$ cat config.mk
export PLATFORM = sky130hd
export DESIGN_NAME = dcache_ctrl
export DESIGN_NICKNAME = d
export VERILOG_FILES = /design/src/rtl/dcache_ctrl.sv
export SDC_FILE = /design/constraint.sdc
export NUM_CORES = 1
export LEC_CHECK = 0
export BUFFER_PORTS_ARGS = -buffer_cell sky130_fd_sc_hd__buf_2
export CAP_MARGIN = 20
export CORE_AREA = 8 8 206 208
export CTS_BUF_LIST = sky130_fd_sc_hd__clkbuf_8
export DETAILED_ROUTE_END_ITERATION = 8
export DIE_AREA = 0 0 214 216
export PLACE_DENSITY_LB_ADDON = 0.15
export SYNTH_ARGS = -nofsm -noshare
export SYNTH_HDL_FRONTEND = slang
export SYNTH_SLANG_ARGS = --single-unit
$ cat constraint.sdc
create_clock -name clock -period 3.3 [get_ports clock]
set_input_delay 0.165 -clock clock [delete_from_list [all_inputs] [get_ports clock]]
set_output_delay 0.165 -clock clock [all_outputs]
set_load 0.02 [all_outputs]
$ cat src/rtl/dcache_ctrl.sv
// Miss/writeback controller between the memory stage and a direct-mapped
// data cache array: performs lookups, fills lines on read misses and
// evicts dirty victims to memory before replacing them.
module dcache_ctrl #(
  parameter int unsigned IDX_BITS = 7,
  parameter int unsigned TAG_BITS = 22,
  parameter int unsigned DATA_W   = 64,
  parameter int unsigned MTAG_W   = 4
) (
  input  logic                clock,
  input  logic                reset,
  input  logic                proc_rd_en,
  input  logic                proc_wr_en,
  input  logic [31:0]         proc_addr,
  input  logic [DATA_W-1:0]   proc_wr_data,
  output logic                proc_ready,
  output logic                proc_valid,
  output logic [DATA_W-1:0]   proc_data,
  output logic [IDX_BITS-1:0] cache_rd_idx,
  output logic [TAG_BITS-1:0] cache_rd_tag,
  input  logic                cache_rd_valid,
  input  logic [DATA_W-1:0]   cache_rd_data,
  input  logic                cache_vic_valid,
  input  logic                cache_vic_dirty,
  input  logic [TAG_BITS-1:0] cache_vic_tag,
  output logic                cache_wr_en,
  output logic [IDX_BITS-1:0] cache_wr_idx,
  output logic [TAG_BITS-1:0] cache_wr_tag,
  output logic [DATA_W-1:0]   cache_wr_data,
  output logic                cache_wr_dirty,
  output logic [1:0]          mem_command,
  output logic [31:0]         mem_addr,
  output logic [DATA_W-1:0]   mem_data_out,
  input  logic [MTAG_W-1:0]   mem_response,
  input  logic [MTAG_W-1:0]   mem_tag,
  input  logic [DATA_W-1:0]   mem_data_in
);

  localparam int unsigned ADDR_W   = 32;
  localparam int unsigned OFF_BITS = 3;
  localparam logic [1:0]  MEM_NONE  = 2'd0;
  localparam logic [1:0]  MEM_LOAD  = 2'd1;
  localparam logic [1:0]  MEM_STORE = 2'd2;

  typedef enum logic [2:0] {
    S_IDLE, S_LOOKUP, S_WB, S_FILL, S_WAIT, S_RESP
  } state_e;

  state_e              state_q, state_d;
  logic [IDX_BITS-1:0] req_idx_q, req_idx_d;
  logic [TAG_BITS-1:0] req_tag_q, req_tag_d;
  logic                req_wr_q, req_wr_d;
  logic [DATA_W-1:0]   req_data_q, req_data_d;
  logic [TAG_BITS-1:0] vic_tag_q, vic_tag_d;
  logic [DATA_W-1:0]   vic_data_q, vic_data_d;
  logic [MTAG_W-1:0]   wait_tag_q, wait_tag_d;
  logic [DATA_W-1:0]   proc_data_q, proc_data_d;
  logic                proc_valid_q, proc_valid_d;
  logic                dirty_vic;

  // Byte-offset bits carry no information for a 64-bit line.
  logic unused_addr_bits;
  assign unused_addr_bits = ^proc_addr[OFF_BITS-1:0];

  assign proc_valid = proc_valid_q;
  assign proc_data  = proc_data_q;

  // A valid dirty line holding a different tag must be written back first.
  assign dirty_vic = cache_vic_valid & cache_vic_dirty & (cache_vic_tag != req_tag_q);

  // State and request/victim registers.
  always_ff @(posedge clock or negedge reset) begin
    if (!reset) begin
      state_q      <= S_IDLE;
      req_idx_q    <= '0;
      req_tag_q    <= '0;
      req_wr_q     <= 1'b0;
      req_data_q   <= '0;
      vic_tag_q    <= '0;
      vic_data_q   <= '0;
      wait_tag_q   <= '0;
      proc_data_q  <= '0;
      proc_valid_q <= 1'b0;
    end else begin
      state_q      <= state_d;
      req_idx_q    <= req_idx_d;
      req_tag_q    <= req_tag_d;
      req_wr_q     <= req_wr_d;
      req_data_q   <= req_data_d;
      vic_tag_q    <= vic_tag_d;
      vic_data_q   <= vic_data_d;
      wait_tag_q   <= wait_tag_d;
      proc_data_q  <= proc_data_d;
      proc_valid_q <= proc_valid_d;
    end
  end

  // Next-state logic plus array-write and memory-bus outputs.
  always_comb begin
    state_d        = state_q;
    req_idx_d      = req_idx_q;
    req_tag_d      = req_tag_q;
    req_wr_d       = req_wr_q;
    req_data_d     = req_data_q;
    vic_tag_d      = vic_tag_q;
    vic_data_d     = vic_data_q;
    wait_tag_d     = wait_tag_q;
    proc_data_d    = proc_data_q;
    proc_ready     = 1'b0;
    cache_rd_idx   = req_idx_q;
    cache_rd_tag   = req_tag_q;
    cache_wr_en    = 1'b0;
    cache_wr_idx   = req_idx_q;
    cache_wr_tag   = req_tag_q;
    cache_wr_data  = '0;
    cache_wr_dirty = 1'b0;
    mem_command    = MEM_NONE;
    mem_addr       = '0;
    mem_data_out   = '0;

    unique case (state_q)
      S_IDLE: begin
        proc_ready   = 1'b1;
        cache_rd_idx = proc_addr[OFF_BITS +: IDX_BITS];
        cache_rd_tag = proc_addr[OFF_BITS+IDX_BITS +: TAG_BITS];
        if (proc_rd_en || proc_wr_en) begin
          req_idx_d  = proc_addr[OFF_BITS +: IDX_BITS];
          req_tag_d  = proc_addr[OFF_BITS+IDX_BITS +: TAG_BITS];
          req_wr_d   = proc_wr_en;
          req_data_d = proc_wr_data;
          state_d    = S_LOOKUP;
        end
      end
      S_LOOKUP: begin
        if (req_wr_q && !dirty_vic) begin
          cache_wr_en    = 1'b1;
          cache_wr_data  = req_data_q;
          cache_wr_dirty = 1'b1;
          state_d        = S_RESP;
        end else if (dirty_vic) begin
          vic_tag_d  = cache_vic_tag;
          vic_data_d = cache_rd_data;
          state_d    = S_WB;
        end else if (cache_rd_valid) begin
          proc_data_d = cache_rd_data;
          state_d     = S_RESP;
        end else begin
          state_d = S_FILL;
        end
      end
      S_WB: begin
        mem_command  = MEM_STORE;
        mem_addr     = ADDR_W'({vic_tag_q, req_idx_q, {OFF_BITS{1'b0}}});
        mem_data_out = vic_data_q;
        if (mem_response != '0) begin
          if (req_wr_q) begin
            cache_wr_en    = 1'b1;
            cache_wr_data  = req_data_q;
            cache_wr_dirty = 1'b1;
            state_d        = S_RESP;
          end else begin
            state_d = S_FILL;
          end
        end
      end
      S_FILL: begin
        mem_command = MEM_LOAD;
        mem_addr    = ADDR_W'({req_tag_q, req_idx_q, {OFF_BITS{1'b0}}});
        if (mem_response != '0) begin
          wait_tag_d = mem_response;
          state_d    = S_WAIT;
        end
      end
      S_WAIT: begin
        // Only the tag of our own outstanding load completes the fill.
        if ((mem_tag == wait_tag_q) && (mem_tag != '0)) begin
          cache_wr_en    = 1'b1;
          cache_wr_data  = mem_data_in;
          cache_wr_dirty = 1'b0;
          proc_data_d    = mem_data_in;
          state_d        = S_RESP;
        end
      end
      S_RESP: begin
        state_d = S_IDLE;
      end
      default: begin
        state_d = S_IDLE;
      end
    endcase

    proc_valid_d = (state_d == S_RESP);
  end

endmodule

==> impl_results.md <==
* Post-Route WL at 48800 um
* Util after Layout at 49.1%
* Final worst path period share at 94.4%
* Grt met3 use at 6.92%
* Worst vdd ir at 449 uV
* Drt pass-1 iters at 5
* Worst-Skew Late Latency at 0.60 ns
* Worst Tran Pin Value at 0.815 ns
* Largest net degree at the start of global routing at 132
* First-pass GRT wire length at 74100 um
* Post-synth EDFFs at 0
* Critical path class: register to output pin
* CTS Sinks at 252
* Vias at 11011
* Unrepaired setup endpoints after global routing: no
* Clock Skew at 0.0252 ns
* Final Wtd Congestion at 0.793
* Worst reg2reg startpoint: cache_wr_tag[5]
* Seq/Total Area, Yosys at 50.6%
* Core Rows at 73
* Synth top cells by count: mux2_2, dfrtp_1, and2_1
* Routed Antenna Nets at 0
* Final Max Tran Viols at 0
* Fin. Hold Viols at 0
* Worst Path Arrival at 2.95 ns
* DR DRC count at 0
* CTS tree: built
* FFs w/ async S/R, synth at 100%
* Nets@finish at 1981
* Synth cell types at 38
* Routed WL per cell at 21.4 um
* Largest area contributor in the netlist: dfrtp_1
* Syn Area/Cell at 13.5 um^2
* Startpoint types: register
* PortBufs at 542
* Ratio of cells with drive above 1 in the final layout at 54.9%
* FMAX at 321 MHz
* Register bit count reported by yosys at 252
* Hold crit path type: input pin to async pin
* Met1 Track Usage GR at 23.3%
* Clock tree root driver cell: clkbuf_8
* DRT iter0 DRCs at 373
* Worst Setup SP: state_q[0]
* Max Cap Violations at 0
* Initial antenna violation count at 2
* Die area at 46200 um^2
* GRT overflow at 0
* CTS max path bufs at 3
* Layout area overhead at 54.5%
* Ranking of synthesized cells by area: dfrtp_1, mux2_2, a32o_1
* # IOs at 549
* Synth top area share at 50.6%
* Status: finished clean
* R2R setup slack at 0.65 ns
* Vias in the first global route at 12259
* Core area at 39200 um^2
* Die width at 214 um
* Setup_tns at 0 ns
* Num CTS Buffers at 47
* DP HPWL at 33600 um
* Power Density at 914 nW/um^2
* Clock slew at reported path FFs at 0.07 ns
* Rel. slew slack at 45.6%
* Setup-failing EPs final at 0
* Most frequent cell after synthesis: mux2_2
* Most used routing layer in global routing: met2
* R2R depth at 8
* Worst setup endpoint: cache_wr_data[42]
* Die Y at 216 um
* Minimum clock period at 3.12 ns
* Cell Area, Synth at 12500 um^2
* Required @ worst endpoint at 3.13 ns
* RR Endpoint: proc_data[48]
* DR vias/cell at 4.84
* Ys flop type: dfrtp_1
* Met2 Track Usage GR at 34.0%
* Global Route Usage Sum at 20.3%
* CP Max Fanout at 40
* Leakage dissipation at 9.20 nW
* Critical Path Sink Type: output pin
* Syn. warnings at 0
* Post-CTS setup buffer count at 0
* Initial Util at 31.8%
* Syn Inst Count at 926
* Htree depth at 2
-- worst max-delay path, stage by stage (launching register included) --
cell	delay, ns
dfrtp_1	0.55
or3b_2	0.49
a21oi_1	0.20
nand2_1	0.07
o21ai_0	0.09
buf_4	0.16
a31o_4	0.13
buf_16	0.24
a32o_1	0.21
buf_2	0.19
-- state kept, by name, indices dropped and copies added, names as in the netlist --
signal,cells
vic_tag_q,22
proc_data,64
req_wr_q,1
cache_wr_idx,7
req_data_q,64
cache_wr_tag,22
proc_valid,1
vic_data_q,64
state_q,3
wait_tag_q,4
-- cell usage in the layout, fill, tap and decap left out, drive strengths merged, types with 3 or more instances in the layout --
master and instances:
buf 565, mux2 336, dlygate4sd3 253, dfrtp 252, and2 72, a32o 64, clkbuf 58, nor2 28
xor2 26, mux2i 22, inv 20, nand2 10, a22o 5, nor4 5, o21ai 4, a21oi 4
conb 3, or3 3
-- power by group --
part	total, mW	switching [mW]	leakage (nW)	internal [mW]
clock network	2.96	1.32	0.538	1.64
logic	9.00	4.93	5.66	4.07
registers	5.64	0.950	3.00	4.69
-- stage by stage --
stage	worst slack [ns]	instances	power, mW	hold WS, ns	instance area (um^2)
CTS	0.0385	2275	17.8	0.146	19200
global placement	0.431	1943	14.4	0.237	15800
finish	0.183	2277	17.6	0.175	19300
detailed placement	0.431	1943	14.5	0.234	15800
floorplan	0.805	928	11.4	-0.131	12500
global route	0.000601	2277	18.7	0.185	19300
-- layer usage --
layer  up-vias  routed length, um  share of wire [%]
li1       4990                  -                  -
met5         -                  0                  0
met1      5464              19600                 40
met4         0               1990                4.1
met3       123               3640                7.5
met2       434              23500                 48
-- how the worst min path moves through the flow --
| stage | startpoint | cells after the start | to | slack [ns] |
|---|---|---|---|---|
| floorplan | reset | 0 | cache_wr_idx[0] | -0.13 |
| finish | reset | 2 | proc_data[45] | 0.17 |
| CTS | reset | 2 | req_data_q[53] | 0.15 |
| detailed placement | reset | 1 | req_data_q[53] | 0.23 |
| global route | reset | 2 | proc_data[45] | 0.18 |
| global placement | reset | 1 | req_data_q[53] | 0.24 |
-- cells by family after synthesis --
kind of cell | Yosys count | synth area share (%)
mux | 358 | 32.1
flops | 252 | 50.6
simple gates | 129 | 5.77
compound gates | 85 | 6.55
buf+inv | 75 | 3.11
xor+xnor | 26 | 1.83
other cells | 1 | 0.0301
-- repair_timing --
action | 4_1_cts | 5_1_grt
setup endpoints to repair | 27 | 5
endpoints found under the hold margin | 330 | 0
hold buffers | 253 | 0
resized for setup | 2 | 2
pin swaps | 0 | 1
-- layout make-up --
cell class | instances | area (um^2)
clock buffers | 58 | 798
multi-input cells | 601 | 5830
fillers | 3573 | 19900
well taps | 525 | 657
repair buffers | 818 | 5550
flip-flops and latches | 252 | 6310
diodes | 2 | 5.00
clock inverters | 21 | 105
Power figures use the tool's default switching activity.
